--- src/rtl/mem_port_arbiter_pkg.sv ---
// Shared definitions for the fetch/data memory port arbiter.
package mem_port_arbiter_pkg;

   typedef enum logic [1:0] {
      IDLE   = 2'd0,
      BUSY_I = 2'd1,
      BUSY_D = 2'd2,
      RESP   = 2'd3
   } arb_state_t;

   localparam int unsigned STARVE_LIMIT_DEFAULT = 4;

endpackage

--- src/rtl/mem_port_arbiter.sv ---
// Arbitrates a fetch port and a data port onto one shared memory port.
// Data wins ties until it has taken STARVE_LIMIT consecutive grants while
// fetch was waiting; then fetch is granted. One transaction in flight.
module mem_port_arbiter
   import mem_port_arbiter_pkg::*;
#(
   parameter int unsigned STARVE_LIMIT = STARVE_LIMIT_DEFAULT,
   parameter int unsigned AW           = 32
) (
   input  logic          clk,
   input  logic          reset,
   input  logic          i_req,
   input  logic [AW-1:0] i_addr,
   output logic [AW-1:0] i_rdata,
   output logic          i_ready,
   input  logic          d_req,
   input  logic          d_we,
   input  logic [AW-1:0] d_addr,
   input  logic [AW-1:0] d_wdata,
   output logic [AW-1:0] d_rdata,
   output logic          d_ready,
   output logic          mem_req,
   output logic          mem_we,
   output logic [AW-1:0] mem_addr,
   output logic [AW-1:0] mem_wdata,
   input  logic [AW-1:0] mem_rdata,
   input  logic          mem_ack,
   output logic          stall_fetch_mem,
   output logic          stall_memory_mem
);

   localparam int unsigned SW = $clog2(STARVE_LIMIT + 1);
   localparam logic [SW-1:0] LIMIT = SW'(STARVE_LIMIT);

   arb_state_t    state;
   logic [SW-1:0] d_streak;
   logic          grant_d;

   // Data wins unless fetch is waiting and data has used up its streak.
   always_comb begin
      grant_d = d_req && (!i_req || (d_streak < LIMIT));
   end

   // Arbiter FSM with registered memory-side and response outputs.
   always_ff @(posedge clk) begin
      if (reset) begin
         state     <= IDLE;
         d_streak  <= '0;
         mem_req   <= 1'b0;
         mem_we    <= 1'b0;
         mem_addr  <= '0;
         mem_wdata <= '0;
         i_rdata   <= '0;
         d_rdata   <= '0;
         i_ready   <= 1'b0;
         d_ready   <= 1'b0;
      end else begin
         case (state)
            IDLE: begin
               i_ready <= 1'b0;
               d_ready <= 1'b0;
               if (grant_d) begin
                  state     <= BUSY_D;
                  mem_req   <= 1'b1;
                  mem_we    <= d_we;
                  mem_addr  <= d_addr;
                  mem_wdata <= d_wdata;
                  if (!i_req) begin
                     d_streak <= '0;
                  end else if (d_streak != LIMIT) begin
                     d_streak <= d_streak + SW'(1);
                  end
               end else if (i_req) begin
                  state     <= BUSY_I;
                  mem_req   <= 1'b1;
                  mem_we    <= 1'b0;
                  mem_addr  <= i_addr;
                  mem_wdata <= '0;
                  d_streak  <= '0;
               end
            end
            BUSY_I: begin
               if (mem_ack) begin
                  state   <= RESP;
                  mem_req <= 1'b0;
                  i_rdata <= mem_rdata;
                  i_ready <= 1'b1;
               end
            end
            BUSY_D: begin
               if (mem_ack) begin
                  state   <= RESP;
                  mem_req <= 1'b0;
                  d_ready <= 1'b1;
                  if (!mem_we) begin
                     d_rdata <= mem_rdata;
                  end
               end
            end
            RESP: begin
               state   <= IDLE;
               i_ready <= 1'b0;
               d_ready <= 1'b0;
            end
            default: begin
               state <= IDLE;
            end
         endcase
      end
   end

   // Pipeline stalls track the raw request until its completion pulse.
   always_comb begin
      stall_fetch_mem  = i_req & ~i_ready;
      stall_memory_mem = d_req & ~d_ready;
   end

endmodule

--- config.mk ---
export PLATFORM = sky130hd
export DESIGN_NAME = mem_port_arbiter
export DESIGN_NICKNAME = d
export VERILOG_FILES = /design/src/rtl/mem_port_arbiter_pkg.sv /design/src/rtl/mem_port_arbiter.sv
export SDC_FILE = /design/constraint.sdc
export NUM_CORES = 1
export LEC_CHECK = 0
export CORE_ASPECT_RATIO = 2
export CORE_MARGIN = 2
export CORE_UTILIZATION = 43
export CTS_CLUSTER_SIZE = 14
export DETAILED_ROUTE_END_ITERATION = 6
export GPL_ROUTABILITY_DRIVEN = 0
export GPL_TIMING_DRIVEN = 0
export PLACE_DENSITY = 0.92
export REMOVE_ABC_BUFFERS = 1
export SYNTH_ARGS = -nofsm -noshare
export SYNTH_HDL_FRONTEND = slang
export SYNTH_SLANG_ARGS = --single-unit
--- constraint.sdc ---
create_clock -name clk -period 3.65 [get_ports clk]
set_clock_uncertainty 0.2 [all_clocks]
set_input_delay 0.5475 -clock clk [delete_from_list [all_inputs] [get_ports clk]]
set_output_delay 0.5475 -clock clk [all_outputs]
set_load 0.01 [all_outputs]
# After elaboration in Yosys (flattened, before gate mapping)
# Cells that the tools add are included.
# op_classes
n_addsub	1
n_lt_le_gt_ge	1
eq_ne	9
mux	21
bitwise	5
n_reduce_logical	18
# op_table
cell	count
2-to-1 mux 32 bit	4
2-to-1 mux 3 bit	4
AND reduction 2 bit	5
AND reduction 3 bit	3
nonzero test 2 bit	4
2-to-1 mux 1 bit	6
2-to-1 mux 2 bit	3
inequality test 3 bit (second input constant)	2
one-hot mux 1 bit (2 select lines)	3
one-hot mux 2 bit (3 select lines)	1
== test 2 bit (second input constant)	2
inequality test 2 bit (second input constant)	2
OR reduction 2 bit	2
adder 3 x 1 -> 3 bit (second input constant)	1
< comparator 3 bit (second input constant)	1
inequality test 3 x 2 -> 1 bit (second input constant)	1
NOT 1 bit	3
bitwise AND 1 bit	2
== test 2 x 1 -> 1 bit (second input constant)	1
logical NOT 2 bit	1
inequality test 2 x 1 -> 1 bit (second input constant)	1
logical AND 1 bit	1
logical NOT 1 bit	1
logical OR 1 bit	1
# totals
ff_bits	137
in_bits	134
out_inout_bits	134
word_cells	65

# Longest topological paths before layout
# Gate-level depths: netlist of run 1.
# depth
word_depth	5
depth_mapped	7
depth_no_buf	5

# Worst setup path after synthesis of run 1
# No wires, ideal clock.
# synth_timing
path_kind	reg-to-reg
startpoint	reg state[0]
endpoint	reg state[0]
setup_ns	0.067
arrival_time_ns	1.458
t_required_ns	3.383
slack_ns	1.926
stages_incl_launch_ff	6
n_path_buf	0
synth_period_minus_slack_ns	1.724
cell_sequence	dfxtp_1 > inv_1 > ha_1 > nor2b_1 > a2111o_1 > a21oi_2
# synth_between
elab_chain_len	4
elab_cells_between_ends	9
cone_classes	eq/ne: 5; mux: 1; reduce/logical: 3
# synth_rtl
item	line_no	text
start: declaration	mem_port_arbiter.sv:35	arb_state_t state;
start signal: assignment	mem_port_arbiter.sv:47	state <= IDLE;
start signal: assignment	mem_port_arbiter.sv:63	state <= BUSY_D;
start signal: assignment	mem_port_arbiter.sv:74	state <= BUSY_I;
== test 2 bit or == test 2 x 1 -> 1 bit (tied branches)	mem_port_arbiter.sv:58	case (state)
OR reduction 2 bit (no source line)	n/a	
inequality test 2 x 1 -> 1 bit (no source line)	n/a	
AND reduction 2 bit (no source line)	n/a	
# Parallel ways exist; a longest one is shown, timed or not.
# A chain may end at the register's enable or synchronous reset.

# Worst setup path in the final report of run 1
# layout_timing
startpoint	in i_req
endpoint	out stall_fetch_mem
# layout_between
elab_chain_len	1
# layout_rtl
item	line_no	text
start: declaration	mem_port_arbiter.sv:12	input logic i_req,
bitwise AND 1 bit	mem_port_arbiter.sv:114	stall_fetch_mem = i_req & ~i_ready;
end: declaration	mem_port_arbiter.sv:28	output logic stall_fetch_mem,
# Every way passes these cells.

==> results of run 1 <==
## synthesized netlist by cell type (2+ instances only)
master                     number  area share, %
sky130_fd_sc_hd__buf_1          3           0.21
sky130_fd_sc_hd__inv_1          4           0.28
sky130_fd_sc_hd__a22o_1        33            5.4
sky130_fd_sc_hd__nand2_1      163             11
sky130_fd_sc_hd__buf_4          4           0.56
sky130_fd_sc_hd__a211oi_2      30            7.0
sky130_fd_sc_hd__nor2_1        36            2.5
sky130_fd_sc_hd__a22oi_1        2           0.28
sky130_fd_sc_hd__ha_1           7            1.6
sky130_fd_sc_hd__nor2b_1        4           0.47
sky130_fd_sc_hd__o21ai_0        3           0.28
sky130_fd_sc_hd__buf_2         17            1.6
sky130_fd_sc_hd__a21oi_1      100            9.4
sky130_fd_sc_hd__nand3b_1       2           0.28
sky130_fd_sc_hd__dfxtp_1      137             51
sky130_fd_sc_hd__a211oi_1       3           0.42
sky130_fd_sc_hd__clkbuf_1      11           0.78
sky130_fd_sc_hd__buf_6          8            1.7
## power by group
part | switching, W | internal [W]
Combinational | 0.000944 | 0.000926
Sequential | 0.000143 | 0.00177
Clock | 0.000668 | 0.000947
Total | 0.00175 | 0.00364
## cells by family (layout without fill, tap and decap cells)
family	after synthesis	count (layout)	synth area share, %
other	0	1	0
DFF	137	137	51.5
buffers and inverters	50	306	5.71
and+or+nand+nor	213	213	16.0
adders and majority gates	7	7	1.64
muxes	1	1	0.188
AOI/OAI and AO/OA	180	180	25.0
## cell type report
class                      count  area [µm²]  share of cell area (%)
antenna                        1        2.50                  0.0294
sequential                   137        2740                    32.2
clock buffer                  20         437                    5.13
multi-input combinational    401        2280                    26.8
tap                          147         184                    2.16
clock inverter                12         119                    1.40
timing repair buffer         270        2740                    32.2
inverter                       4        15.0                   0.176
## worst max-delay path by stage
stage / cells after the start / startpoint / endpoint / slack, ps
6_report: 3 / i_req / stall_fetch_mem / 780
5_1_grt: 4 / i_req / mem_wdata[22]$_SDFFE_PP0P_ / 650
4_1_cts: 3 / i_req / stall_fetch_mem / 770
3_5_place_dp: 4 / i_req / mem_wdata[3]$_SDFFE_PP0P_ / 420
3_3_place_gp: 3 / reset / mem_wdata[23]$_SDFFE_PP0P_ / -2720
2_1_floorplan: 5 / state[0]$_SDFFE_PP0P_ / mem_wdata[0]$_SDFFE_PP0P_ / 1570
## stage by stage
stage                     util [%]  total power [W]  instance area (µm²)  setup TNS, ps
after global routing          70.3          0.00569                 8520              0
final                         70.3          0.00540                 8520              0
after global placement        65.1          0.00375                 7890        -199540
after detailed placement      65.5          0.00381                 7950              0
after floorplan                  -          0.00286                 5040              0
after CTS                     70.1          0.00543                 8500              0
## metal layers
| layer | share of wire, % | GRT usage, % |
|---|---|---|
| met1 | 35 | 24.2 |
| met2 | 53 | 43.5 |
| met3 | 7.4 | 6.93 |
| met4 | 4.2 | 14.4 |
| met5 | 0 | 0 |
## flip-flops by register name, summed over array words and instances, names as in the netlist
register,cells
state,2
mem_addr,32
mem_wdata,32
mem_we,1
d_streak,3
mem_req,1
d_rdata,32
i_ready,1
d_ready,1
i_rdata,32
## worst reg2reg max path: cells and delay by family, from the launching register on
kind            cells  cell delay, ps
simple gates        1            1040
compound gates      2             560
flops               1             380
fa+ha+maj           1             300
buf+inv             1             100
==> impl_metrics.yaml, run 1 <==
outcome:
  status: "finished clean"
worst_setup_path:
  worst_r2r_endpoint: "mem_wdata[3]$_SDFFE_PP0P_"
  timing.critical_path.cells: "clkdlybuf4s50_1 -> nor2b_1 -> clkdlybuf4s50_1"
  timing.critical_path.arrival_ps: 2130
  minimum_setup_slack_among_reg_to_reg_paths_ps: 1030
  rr_worst_depth: 5
  crit_path_top_delay_cell: "sky130_fd_sc_hd__clkdlybuf4s50_1"
  worst_path_largest_cell_delay_ps: 800
  startpoint_type: "input pin"
  critical-path-top-delay-family: "buffers and inverters"
  crit_end_element: "output pin"
  critical-path-top-cell-by-count: "sky130_fd_sc_hd__clkdlybuf4s50_1"
  cp_num_buf_inv: 2
  crit-reg2reg-launch: "state[0]$_SDFFE_PP0P_"
  critical_path.max_fanout: 8
  timing_worst_setup_path_type: "input pin to output pin"
  timing.critical_path.required_ps: 2900
detailed_routing:
  detailroute.via_count: 5187
  antenna_left: 0
  drt_drc_violations_left: 0
  drt_iter0_drc: 164
  route.detailed.vias_per_inst: 5.23
  dr.pass1.iters: 6
  routed_wirelength_um: 16500
  route.detailed.wl_per_inst_um: 16.6
job:
  timing.max_cap.violations: 0
cts:
  tritoncts.num_buffers: 17
  hold_fix_buffers_cts: 0
  clockRootBuffer: "sky130_fd_sc_hd__clkbuf_16"
  clkLatencyLatePin_ps: 400
  post_cts_buffers: 0
  clk_transition_reported_paths_ps: 60
  cts.sinks: 137
  clock_tree_from_tritoncts: "built"
  htree_levels: 4
  resized_gates_after_cts: 0
  ctsLongestPathBuffers: 2
layout:
  nFillCells: 899
  layoutNonFillerInstCount: 992
  layout_common_cells: "266 x sky130_fd_sc_hd__clkdlybuf4s50_1, 163 x sky130_fd_sc_hd__nand2_1, 137 x sky130_fd_sc_hd__dfxtp_1, 100 x sky130_fd_sc_hd__a21oi_1, 36 x sky130_fd_sc_hd__nor2_1"
  drive_above_1_share_pct: 8.65
  syn_to_final_growth_pct: 59.9
  layout_commonest_cell: "sky130_fd_sc_hd__clkdlybuf4s50_1"
  num-nets-final: 972
global_routing:
  grt_start_max_net_pins: 66
  antenna_found_initial: 1
  gr_ovfl_total: 0
  grt_first_pass_wirelength_um: 25100
  via_count_of_the_first_global_routing_pass: 5084
  overall_global_routing_resource_usage_pct: 24.5
timing:
  final.period_utilization_pct: 78.7
  rsz0062_at_grt: "no"
  fin_ws_ps: 776
  hold_slack_ps: 251
  tightest_slew_ps: 1340
  maxClockFrequency_mhz: 348
  relative_slew_margins_pct: 10.7
  finalSetupViolations: 0
  finalMaxSlewViolations: 0
  final_period_minus_worst_setup_slack_ps: 2870
  timing.final.hold_violations: 0
synth:
  post_synth_inst_count: 588
  ys.warnings.count: 0
  post_synth_instance_area_um2: 5330
  ys.flop_type: "sky130_fd_sc_hd__dfxtp_1"
  synth.distinct_cells: 39
  synth_area_per_cell_um2: 9.06
  number_of_register_bits_inferred_by_synthesis: 137
  synth-async-reset-ratio_pct: 0
  synth_enable_flop_cells: 0
  synth_seq_area_share_pct: 51.5
floorplanning:
  floorplan.io_pins: 268
  fp.coreArea_um2: 12100
  fp.dieW_um: 82.7
  floorplan.initialDensity_pct: 43.9
  die_height_um: 161
  placementRows: 57
  die_area_um2: 13300
placement:
  post-place-ws_ps: 418
  place_inst: 958
  place_hpwl_um: 11600
  place.port_buffers: 267
power_and_ir_drop:
  ir_drop_uv: 456
  cellLeakagePower_nw: 3.08
  p_per_area_nw_per_um2: 634
hold_path:
  worst_hold_path.endpoint: "d_rdata[8]$_SDFFE_PP0P_"
  hold_path.startpoint: "d_rdata[8]$_SDFFE_PP0P_"
  timing.hold.worst.class: "register to register"
  whs_path_depth: 2
(Power assumes the default switching activity.)
==> run 2: changes to the inputs <==
--- a/config.mk
+++ b/config.mk
@@ -7,12 +7,12 @@
 export LEC_CHECK = 0
 export CORE_ASPECT_RATIO = 2
 export CORE_MARGIN = 2
-export CORE_UTILIZATION = 43
+export CORE_UTILIZATION = 36
 export CTS_CLUSTER_SIZE = 14
 export DETAILED_ROUTE_END_ITERATION = 6
 export GPL_ROUTABILITY_DRIVEN = 0
 export GPL_TIMING_DRIVEN = 0
-export PLACE_DENSITY = 0.92
+export PLACE_DENSITY = 0.83
 export REMOVE_ABC_BUFFERS = 1
 export SYNTH_ARGS = -nofsm -noshare
 export SYNTH_HDL_FRONTEND = slang
==> constraint.sdc (replaced) <==
create_clock -name clk -period 2.41 [get_ports clk]
set_clock_uncertainty 0.2 [all_clocks]
set_input_delay 0.3615 -clock clk [delete_from_list [all_inputs] [get_ports clk]]
set_output_delay 0.3615 -clock clk [all_outputs]
set_load 0.01 [all_outputs]
==> impl_metrics.yaml, run 2 (synthesis results as in run 1) <==
outcome:
  status: "finished clean"
global_routing:
  gr_ovfl_total: 0
  via_count_of_the_first_global_routing_pass: 5158
  grt_first_pass_wirelength_um: 26500
  antenna_found_initial: 1
  overall_global_routing_resource_usage_pct: 21.2
  grt_start_max_net_pins: 64
worst_setup_path:
  minimum_setup_slack_among_reg_to_reg_paths_ps: 250
  timing_worst_setup_path_type: "input pin to output pin"
  critical_path.max_fanout: 9
  timing.critical_path.arrival_ps: 1760
  crit_end_element: "output pin"
  timing.critical_path.required_ps: 1850
  startpoint_type: "input pin"
floorplanning:
  fp.dieW_um: 90.0
  placementRows: 62
  floorplan.initialDensity_pct: 36.9
  die_area_um2: 15800
  floorplan.io_pins: 268
  fp.coreArea_um2: 14400
  die_height_um: 176
placement:
  dpl-instance-area_um2: 7990
  post-place-ws_ps: -655
  place_inst: 1003
  place_hpwl_um: 11800
  place.port_buffers: 267
timing:
  maxClockFrequency_mhz: 431
  finalMaxSlewViolations: 0
  finalSetupViolations: 0
  rsz0062_at_grt: "no"
  timing.final.hold_violations: 0
  hold_slack_ps: 249
  relative_slew_margins_pct: 34.7
  final.period_utilization_pct: 96.2
  tightest_slew_ps: 977
  fin_ws_ps: 91.4
  final_period_minus_worst_setup_slack_ps: 2320
layout:
  layout_commonest_cell: "sky130_fd_sc_hd__clkdlybuf4s50_1"
  num-nets-final: 972
  layout_common_cells: "264 x sky130_fd_sc_hd__clkdlybuf4s50_1, 162 x sky130_fd_sc_hd__nand2_1, 137 x sky130_fd_sc_hd__dfxtp_1, 100 x sky130_fd_sc_hd__a21oi_1, 36 x sky130_fd_sc_hd__nor2_1"
  design_area_final_um2: 8630
  syn_to_final_growth_pct: 62.0
  antenna-diode-count: 0
  drive_above_1_share_pct: 9.36
  layoutNonFillerInstCount: 1036
  finish.utilization_pct: 59.8
cts:
  clkLatencyLatePin_ps: 410
  htree_levels: 4
  clock_tree_from_tritoncts: "built"
  clk_transition_reported_paths_ps: 50
  cts.sinks: 137
  tritoncts.num_buffers: 17
  clockRootBuffer: "sky130_fd_sc_hd__clkbuf_16"
  post_cts_buffers: 0
  hold_fix_buffers_cts: 0
  ctsLongestPathBuffers: 2
detailed_routing:
  route.detailed.wl_per_inst_um: 16.7
  drt_iter0_drc: 161
  routed_wirelength_um: 17300
  dr.pass1.iters: 4
  antenna_left: 0
  detailroute.via_count: 5118
  route.detailed.vias_per_inst: 4.94
  drt_drc_violations_left: 0
power_and_ir_drop:
  cellLeakagePower_nw: 3.13
  ir_drop_uv: 563
  p_per_area_nw_per_um2: 974
job:
  timing.max_cap.violations: 0
hold_path:
  timing.hold.worst.class: "register to register"
==> run 2: power by group <==
| group | total [W] | internal, W | switching (W) |
|---|---|---|---|
| Combinational | 0.00286 | 0.00140 | 0.00146 |
| Clock | 0.00266 | 0.00168 | 0.000980 |
| Sequential | 0.00289 | 0.00268 | 0.000213 |
==> run 2: metrics by stage <==
| step | setup TNS, ps | power, W |
|---|---|---|
| CTS | -45.1 | 0.00849 |
| floorplan | 0 | 0.00432 |
| global placement | -356400 | 0.00571 |
| detailed placement | -45810 | 0.00578 |
| finish | 0 | 0.00841 |
| global route | 0 | 0.00886 |
==> run 2: worst max-delay path: stages <==
cell and delay, ps:
sky130_fd_sc_hd__clkdlybuf4s15_1 630, sky130_fd_sc_hd__nor2b_1 210, sky130_fd_sc_hd__clkdlybuf4s50_1 550
==> run 2: final timing paths <==
kind | from | endpoint | depth (start not counted)
worst min-delay path | d_rdata[20]$_SDFFE_PP0P_ | d_rdata[20]$_SDFFE_PP0P_ | 2
worst max register to register | d_streak[2]$_SDFFE_PP0P_ | mem_addr[27]$_SDFFE_PP0P_ | 3
worst min register to register | d_rdata[20]$_SDFFE_PP0P_ | d_rdata[20]$_SDFFE_PP0P_ | 2
worst max-delay path | i_req | stall_fetch_mem | 3
==> run 2: what timing repair did <==
item / 4_1_cts / 5_1_grt
setup endpoints to repair: 34 / 37
gates cloned: 0 / 1
pin swaps: 0 / 1
resized for setup: 3 / 4
==> run 2: area by class of cell <==
type                       count  area [µm²]
tap                          192         240
clock inverter                12         149
inverter                       4        15.0
fill                        1224        5800
sequential                   137        2740
multi-input combinational    402        2310
timing repair buffer         269        2720
clock buffer                  20         457
==> run 2: layer usage <==
metal / up-vias / wire length, µm / track usage, %
li1: 2487 / - / -
met1: 2395 / 6270 / 20.8
met2: 200 / 9330 / 39.9
met3: 36 / 1030 / 6.10
met4: 0 / 638 / 11.1
met5: - / 0 / 0
==> run 3: changes to the inputs <==
--- a/config.mk
+++ b/config.mk
@@ -5,7 +5,7 @@
 export SDC_FILE = /design/constraint.sdc
 export NUM_CORES = 1
 export LEC_CHECK = 0
-export CORE_ASPECT_RATIO = 2
+export CORE_ASPECT_RATIO = 0.5
 export CORE_MARGIN = 2
 export CORE_UTILIZATION = 36
 export CTS_CLUSTER_SIZE = 14
==> impl_metrics.yaml, run 3 (synthesis results as in run 1) <==
outcome:
  status: "finished clean"
floorplanning:
  fp.coreArea_um2: 14500
  fp.dieW_um: 176
  die_height_um: 90.0
  floorplan.io_pins: 268
  floorplan.initialDensity_pct: 36.8
  die_area_um2: 15800
  placementRows: 31
global_routing:
  via_count_of_the_first_global_routing_pass: 5366
  grt_start_max_net_pins: 55
  grt_first_pass_wirelength_um: 28100
  antenna_found_initial: 0
  overall_global_routing_resource_usage_pct: 22.5
  gr_ovfl_total: 0
power_and_ir_drop:
  cellLeakagePower_nw: 3.13
  ir_drop_uv: 609
  p_per_area_nw_per_um2: 988
  power_w: 0.00856
  net-switching-power_w: 0.00275
  share_clk_of_total_power_pct: 32.5
  power_report.internal_total_w: 0.00582
  power.share.switching_pct: 32.1
  seq_power_share_pct: 34.0
  portion_of_total_power_attributed_to_combinational_logic_pct: 33.5
timing:
  final_period_minus_worst_setup_slack_ps: 2360
  relative_slew_margins_pct: 34.2
  finalSetupViolations: 0
  finalMaxSlewViolations: 0
  maxClockFrequency_mhz: 424
  rsz0062_at_grt: "no"
  final.period_utilization_pct: 97.8
  timing.final.hold_violations: 0
  tightest_slew_ps: 984
placement:
  dpl-instance-area_um2: 8010
  place_hpwl_um: 12100
  place.port_buffers: 267
cts:
  clkLatencyLatePin_ps: 410
  htree_levels: 4
  clk_transition_reported_paths_ps: 50
  tritoncts.num_buffers: 17
  clock_tree_from_tritoncts: "built"
  cts.sinks: 137
  clockRootBuffer: "sky130_fd_sc_hd__clkbuf_16"
  ctsLongestPathBuffers: 2
  hold_fix_buffers_cts: 0
detailed_routing:
  drt_iter0_drc: 328
  met1_length_um: 6990
  detailroute.via_count: 5221
  routed_wirelength_um: 17700
  antenna_left: 0
  route.detailed.wl_per_inst_um: 17.0
  dr_wl_met3_um: 674
  route.detailed.vias_per_inst: 5.01
  detailroute.wirelength.met2_um: 9280
  drt_drc_violations_left: 0
  dr.pass1.iters: 5
  topmost_layer_with_routed_signal_wires: "met4"
layout:
  antenna-diode-count: 0
  layout_common_cells: "264 x sky130_fd_sc_hd__clkdlybuf4s50_1, 162 x sky130_fd_sc_hd__nand2_1, 137 x sky130_fd_sc_hd__dfxtp_1, 100 x sky130_fd_sc_hd__a21oi_1, 36 x sky130_fd_sc_hd__nor2_1"
  design_area_final_um2: 8670
  nFillCells: 1155
  num-nets-final: 972
  layout_commonest_cell: "sky130_fd_sc_hd__clkdlybuf4s50_1"
  syn_to_final_growth_pct: 62.7
  drive_above_1_share_pct: 9.36
hold_path:
  hold_path.startpoint: "d_rdata[26]$_SDFFE_PP0P_"
  timing.hold.worst.class: "register to register"
worst_setup_path:
  crit_end_element: "output pin"
  crit_path_top_delay_cell: "sky130_fd_sc_hd__dlygate4sd2_1"
  timing.critical_path.arrival_ps: 1800
  timing.critical_path.required_ps: 1850
  startpoint_type: "input pin"
  crit-reg2reg-launch: "state[0]$_SDFFE_PP0P_"
  timing.critical_path.cells: "dlygate4sd2_1 -> nor2b_1 -> clkdlybuf4s50_1"
  critical_path.max_fanout: 9
  worst_path_largest_cell_delay_ps: 640
  worst_setup_path_startpoint: "i_req"
  timing_worst_setup_path_type: "input pin to output pin"
job:
  timing.max_cap.violations: 0
==> run 3: worst paths after layout <==
path,end,slack (ps),depth (start not counted)
max,stall_fetch_mem,50,3
min,d_rdata[26]$_SDFFE_PP0P_,250,2
max reg2reg,mem_wdata[17]$_SDFFE_PP0P_,220,5
min reg2reg,d_rdata[26]$_SDFFE_PP0P_,250,2
==> run 3: power groups by stage <==
stage	Combinational (W)	Clock [W]	Sequential, W
after CTS	0.00287	0.00283	0.00291
after detailed placement	0.00283	0	0.00295
after global routing	0.00309	0.00293	0.00295
after global placement	0.00276	0	0.00293
final	0.00287	0.00278	0.00291
after floorplan	0.00121	0	0.00311
==> run 3: cell type report <==
class	count	area [µm²]	share of cell area, %
Clock inverter	15	200	2.31
Multi-Input combinational cell	402	2310	26.6
Tap cell	198	248	2.86
Inverter	4	15.0	0.173
Timing Repair Buffer	269	2730	31.5
Clock buffer	17	425	4.91
Sequential cell	137	2740	31.6
==> run 3: through the flow <==
stage | hold slack, ps | utilization, % | std cells | setup WS (ps) | TNS, ps
floorplan | 224 | - | 542 | 328 | 0
global route | 273 | 59.9 | 1042 | 38.5 | 0
detailed placement | 246 | 55.4 | 1009 | -643 | -44120
CTS | 255 | 59.8 | 1042 | 7.41 | 0
global placement | 241 | 55.0 | 1007 | -3690 | -337700
finish | 253 | 59.9 | 1042 | 52.1 | 0
==> run 3: what timing repair did <==
item / 4_1_cts / 5_1_grt
resized for setup: 2 / 4
gates cloned: 1 / 0
buffers inserted: 0 / 0
setup endpoints to repair: 34 / 50
endpoints found under the hold margin: 0 / 0
pin swaps: 1 / 0
==> run 3: critical path, delay by kind of cell <==
family / cells / cell delay [ps]
buffers and inverters: 2 / 1210
and+or+nand+nor: 1 / 220
==> run 3: routing by layer <==
metal,vias up,track usage (%)
met1,2511,25.3
met3,55,4.44
met5,-,0
li1,2497,-
met4,0,12.6
met2,158,39.9
